===== src/rtl/ber_monitor.sv =====
// Bit-error-rate window monitor: accumulates per-word PRBS error counts over 2^N aligned words.
// Optional macro BER_MON_ABORT_ON_UNLOCK_EN: lock loss during a measurement cancels it instead of pausing.
module ber_monitor #(
  parameter int ERR_W = 7,
  parameter int TOT_W = 32
) (
  input  logic             clk,
  input  logic             reset,
  input  logic             aligned,
  input  logic [ERR_W-1:0] err_cnt,
  input  logic             start,
  input  logic             abort,
  input  logic [5:0]       window_log2,
  output logic             busy,
  output logic             done,
  output logic             result_valid,
  output logic [40:0]      word_cnt,
  output logic [TOT_W-1:0] err_total,
  output logic [TOT_W-1:0] err_words,
  output logic [ERR_W-1:0] err_max,
  output logic [7:0]       lock_loss
);

  typedef enum logic [1:0] {IDLE, WAIT_LOCK, MEASURE, DONE} state_t;

  state_t           r_state;
  logic             r_aligned_d;
  logic [5:0]       r_win;
  logic             r_busy;
  logic             r_done;
  logic             r_result_valid;
  logic [40:0]      r_word_cnt;
  logic [TOT_W-1:0] r_err_total;
  logic [TOT_W-1:0] r_err_words;
  logic [ERR_W-1:0] r_err_max;
  logic [7:0]       r_lock_loss;

  logic [5:0]       w_win_clamped;
  logic [40:0]      w_target;
  logic [40:0]      w_word_inc;
  logic [TOT_W:0]   w_total_sum;
  logic [TOT_W-1:0] w_total_sat;
  logic [TOT_W-1:0] w_words_sat;
  logic [7:0]       w_lock_loss_sat;
  logic             w_unlock;

  assign w_win_clamped   = (window_log2 < 6'd4)  ? 6'd4  :
                           (window_log2 > 6'd40) ? 6'd40 : window_log2;
  assign w_target        = 41'd1 << r_win;
  assign w_word_inc      = r_word_cnt + 41'd1;
  // One extra bit catches the carry so the total pins at all-ones instead of wrapping.
  assign w_total_sum     = {1'b0, r_err_total} + {{(TOT_W + 1 - ERR_W){1'b0}}, err_cnt};
  assign w_total_sat     = w_total_sum[TOT_W] ? {TOT_W{1'b1}} : w_total_sum[TOT_W-1:0];
  assign w_words_sat     = (&r_err_words) ? r_err_words : r_err_words + 1'b1;
  assign w_lock_loss_sat = (&r_lock_loss) ? r_lock_loss : r_lock_loss + 8'd1;
  assign w_unlock        = r_aligned_d & ~aligned;

  always_ff @(posedge clk) begin
    if (reset) begin
      r_state        <= IDLE;
      r_aligned_d    <= 1'b0;
      r_win          <= 6'd4;
      r_busy         <= 1'b0;
      r_done         <= 1'b0;
      r_result_valid <= 1'b0;
      r_word_cnt     <= '0;
      r_err_total    <= '0;
      r_err_words    <= '0;
      r_err_max      <= '0;
      r_lock_loss    <= '0;
    end else begin
      r_aligned_d <= aligned;
      r_done      <= 1'b0;
      if (abort) begin
        r_state        <= IDLE;
        r_busy         <= 1'b0;
        r_result_valid <= 1'b0;
      end else begin
        case (r_state)
          IDLE, DONE: begin
            if (start) begin
              r_state        <= WAIT_LOCK;
              r_busy         <= 1'b1;
              r_result_valid <= 1'b0;
              r_word_cnt     <= '0;
              r_err_total    <= '0;
              r_err_words    <= '0;
              r_err_max      <= '0;
              r_lock_loss    <= '0;
            end
          end
          WAIT_LOCK: begin
            // The locking cycle only opens the window; its word is not counted.
            if (aligned) begin
              r_state     <= MEASURE;
              r_win       <= w_win_clamped;
              r_word_cnt  <= '0;
              r_err_total <= '0;
              r_err_words <= '0;
              r_err_max   <= '0;
              r_lock_loss <= '0;
            end
          end
          MEASURE: begin
            if (w_unlock) begin
              r_lock_loss <= w_lock_loss_sat;
`ifdef BER_MON_ABORT_ON_UNLOCK_EN
              r_state     <= IDLE;
              r_busy      <= 1'b0;
`endif
            end
            if (aligned) begin
              r_word_cnt  <= w_word_inc;
              r_err_total <= w_total_sat;
              if (err_cnt != '0) r_err_words <= w_words_sat;
              if (err_cnt > r_err_max) r_err_max <= err_cnt;
              if (w_word_inc == w_target) begin
                r_state        <= DONE;
                r_done         <= 1'b1;
                r_busy         <= 1'b0;
                r_result_valid <= 1'b1;
              end
            end
          end
          default: r_state <= IDLE;
        endcase
      end
    end
  end

  assign busy         = r_busy;
  assign done         = r_done;
  assign result_valid = r_result_valid;
  assign word_cnt     = r_word_cnt;
  assign err_total    = r_err_total;
  assign err_words    = r_err_words;
  assign err_max      = r_err_max;
  assign lock_loss    = r_lock_loss;

endmodule


===== config.mk =====
export PLATFORM = sky130hd
export DESIGN_NAME = ber_monitor
export DESIGN_NICKNAME = d
export VERILOG_FILES = /design/src/rtl/ber_monitor.sv
export SDC_FILE = /design/constraint.sdc
export NUM_CORES = 1
export LEC_CHECK = 0
export BUFFER_PORTS_ARGS = -buffer_cell sky130_fd_sc_hd__buf_2
export CAP_MARGIN = 20
export CORE_MARGIN = 2
export CORE_UTILIZATION = 58
export DETAILED_ROUTE_END_ITERATION = 6
export MAX_ROUTING_LAYER = met4
export PLACE_DENSITY = 0.87
export SYNTH_ARGS = -nofsm -noshare
export SYNTH_HDL_FRONTEND = slang
export SYNTH_SLANG_ARGS = --single-unit

===== constraint.sdc =====
create_clock -name clk -period 4.25 [get_ports clk]
set_clock_uncertainty 0.1 [all_clocks]
set_input_delay 0.2125 -clock clk [delete_from_list [all_inputs] [get_ports clk]]
set_output_delay 0.2125 -clock clk [all_outputs]
set_load 0.01 [all_outputs]

==> impl.org <==
** Outcome
- The flow ran to the end, and the final reports show no timing, DRC or antenna violations.

** Global route
- The via count of the first global-routing pass is 9202.
- Pin count of the biggest net entering global routing :: 40
- Met3 usage :: 0.0740
- Wire length of the first global-routing pass :: roughly 50000 um
- In the global route stage, met2 resource usage came out at 0.602.
- After global routing, the most crowded layer is met2.
- In the global route stage, overall resource usage came out at 0.392.
- Met1 usage in global routing :: 0.520
- For this run the aggregate overflow at the end of global routing stands at 0.
- The initial antenna violation count came to 0.

** Critical path
- The number of buffers and inverters on the critical path is 2.
- Max stage delay on crit path :: 0.48 ns
- The worst setup path is captured at a flip-flop.
- In this design, the critical path's most frequently occurring cell is buf_4.
- The slowest stage of the critical path is the dfxtp_1 cell.
- Walking the worst path, the cells encountered are ha_1 > nand3_2 > buf_4 > nor3_1 > buf_4 > nand3_1 > xnor2_1 > or3_1 > or4_1 > nor4_1 > a211oi_1 > nand3b_1.
- Path type of the worst setup path :: reg -> reg
- Data on the critical path arrives at its endpoint at 4.14 ns.
- STA classifies the critical path startpoint as a flip-flop.
- Required time reported for the critical path endpoint :: between 4 and 5 ns
- In this design, the largest share of critical-path delay is due to simple AND/OR/NAND/NOR gates.
- Of all nets on the critical path, the largest fanout is 11.

** Synthesis
- Mean instance size in the synthesized netlist :: 7.49 um2
- Mapped Cells :: between 1000 and 1500
- Fraction of synthesis flops using an asynchronous set or reset pin :: 0
- Post-synth top flop :: dfxtp_1
- The share of synthesized area in the top cell type comes to 0.292.
- By instance count, the leading cell after synthesis is nor2_1.
- Flop and latch count out of synthesis :: 132
- Cell taking the most area after synthesis :: dfxtp_1
- Yosys mapped a number of flops with a built-in enable equal to 0.
- Most used standard cells in the synthesized netlist :: 138 x nor2_1, 132 x dfxtp_1, 107 x nand2_1
- Mapped Nets :: between 1000 and 1500
- After synthesis the cells add up to 9050 um2.
- Largest cells by area after synthesis :: dfxtp_1 29%, nor2_1 5.7%, nand2_1 4.4%
- Count of different cell masters after synthesis :: 83
- Of the synthesized area, sequential elements account for 0.292.
- Yosys synthesis warning count :: 0

** Worst hold path
- Min-Delay Path Class :: in -> reg

** STA
- Derived from the worst setup path, the maximum achievable clock frequency is 0.254 GHz.
- Setup violations remaining at the end of the flow were counted as 0.
- The final count of pins violating max slew is 0.
- The worst pin sits at a relative slew slack of 0.361.
- Unrepaired setup endpoints after global routing :: false
- Final clock period utilization by the worst path :: 0.925
- Hold is met by 0.0246 ns.
- For the finished layout, the period the worst path requires is a little under 4 ns.
- The final count of hold timing violations came to 0.
- For the pin with the worst max-slew slack, the measured transition is 0.950 ns.
- Accumulated negative setup slack :: 0 ns

** Floorplanning
- IO Count :: 141
- Starting utilization of the core area :: 0.595
- Die Height :: 129 um
- The total area inside the core boundary comes to 15200 um2.
- Die Width :: ~130 um
- The initialized floorplan defines 45 standard-cell rows.
- Die area :: 16600 um2

** Finish
- The multi-input combinational cells in the finished layout cover a total of between 5000 and 6000 um2.
- Fraction of layout cells with a size suffix above 1 :: 0.184
- Filler Cell Count :: around 1200
- Across the whole layout, storage elements account for 2640 um2.
- Antenna cells :: 0
- Nets@finish :: 1377
- Layout area overhead :: 17.7%

** CTS
- Clock root cell :: clkbuf_16
- The clock passes through at most 2 buffers.
- Clock-pin slew was measured on the worst setup and hold paths at roughly 0.060 ns.
- Clock Latency Late Sink :: 0.44 ns
- Clock tree synthesis found a total of between 100 and 150 sinks.
- The H-tree was split into 4 levels.
- In this run the post-CTS setup repair buffer count came out at 0.
- Num CTS Buffers :: 17
- TritonCTS built the clock tree.

** Drt
- Wirelength, routed :: about 32000 um
- Summing over every cut layer, the via total after detailed routing is 10400.
- Routed wirelength normalized by instance count :: 20.7 um
- The first routing iteration left 1326 violations.
- Number of optimization iterations in the first detailed-route pass :: 5
- Routed via count divided by cell count :: 6.74
- In the routed design, unresolved DRC markers number 0.
- Antenna viol nets, final :: 0

** Pwr
- PwrDens :: 275 nW/um2
- Worst VDD drop :: 0.000312 V
- Leakage power figure :: 4.18 nW

** Place
- Placed wire-length estimate after detailed placement :: 22700 um
- Count of port buffers added during placement :: 140
- At the end of routability-driven placement, the weighted congestion stood at 1.04.

** Job
- The tool flagged a number of max-cap violations equal to 0.
## cells in the final DEF (no fill, tap or decap), drive strengths merged, types with 18 or more instances in the layout
cell	n
nand3	68
nor2	138
dfxtp	132
xnor2	37
clkbuf	18
nor3	57
nand2	107
nand4	42
o21ai	79
ha	20
inv	43
nor4	29
buf	185
or3	21
a21o	19
a21oi	65
a22oi	20
xor2	27
## flip-flops by register name (all words and copies together), names as in the netlist
signal        count
word_cnt         41
err_total        32
err_words        32
lock_loss         8
err_max           7
r_win             6
r_state           2
busy              1
done              1
r_aligned_d       1
result_valid      1
## cell families (layout without fill, tap and decap cells)
| family | Yosys count | in the layout | synth area share |
|---|---|---|---|
| AND/OR/NAND/NOR | 576 | 576 | 0.332 |
| XOR/XNOR | 69 | 69 | 0.0745 |
| flip-flops | 132 | 132 | 0.292 |
| multiplexers | 4 | 4 | 0.00442 |
| AO/OA/AOI/OAI | 291 | 291 | 0.217 |
| adder cells (fa/ha/maj) | 21 | 21 | 0.0299 |
| buffers and inverters | 115 | 258 | 0.0511 |
## final cells by class
cell class                      instances  share of cell area
Multi-Input combinational cell        961               0.560
Sequential cell                       132               0.248
Clock inverter                         14              0.0133
Tap cell                              188              0.0221
Inverter                               36              0.0127
Timing Repair Buffer                  190               0.102
Clock buffer                           18              0.0412
## routing by layer
| layer | vias to the layer above | wire [um] |
|---|---|---|
| li1 | 4694 | - |
| met1 | 4918 | 13100 |
| met2 | 671 | 14400 |
| met3 | 94 | 3360 |
| met4 | 0 | 1020 |
| met5 | - | 0 |
## timing repair
item | CTS | global route
resized for setup | 0 | 1
endpoints found under the hold margin | 5 | 0
endpoints found under the setup margin | 0 | 1
hold buffers | 5 | 0
## where the power goes
part           switching, mW  internal, mW
sequential           0.00874          1.24
clock                  0.633         0.836
combinational          0.145        0.0709
## final timing paths
check,endpoint,cells past startpoint,slack (ns),startpoint
setup / recovery,r_state[1],12,0.32,word_cnt[0]
hold / removal,r_state[0],2,0.02,abort
setup reg to reg,r_state[1],12,0.32,word_cnt[0]
hold reg to reg,err_total[0],2,0.37,err_total[0]
## stage by stage
stage	instance area, um2	std cells	utilization	total power [mW]	setup slack (ns)
finish	10700	1539	0.701	2.93	0.318
CTS	10600	1539	0.700	2.93	0.223
floorplan	9050	1208	-	1.41	0.894
detailed placement	10000	1502	0.659	1.48	0.319
global placement	10000	1502	0.659	1.48	0.390
global route	10700	1539	0.701	3.02	0.123
Note: power is estimated with default switching activity, not from simulation.
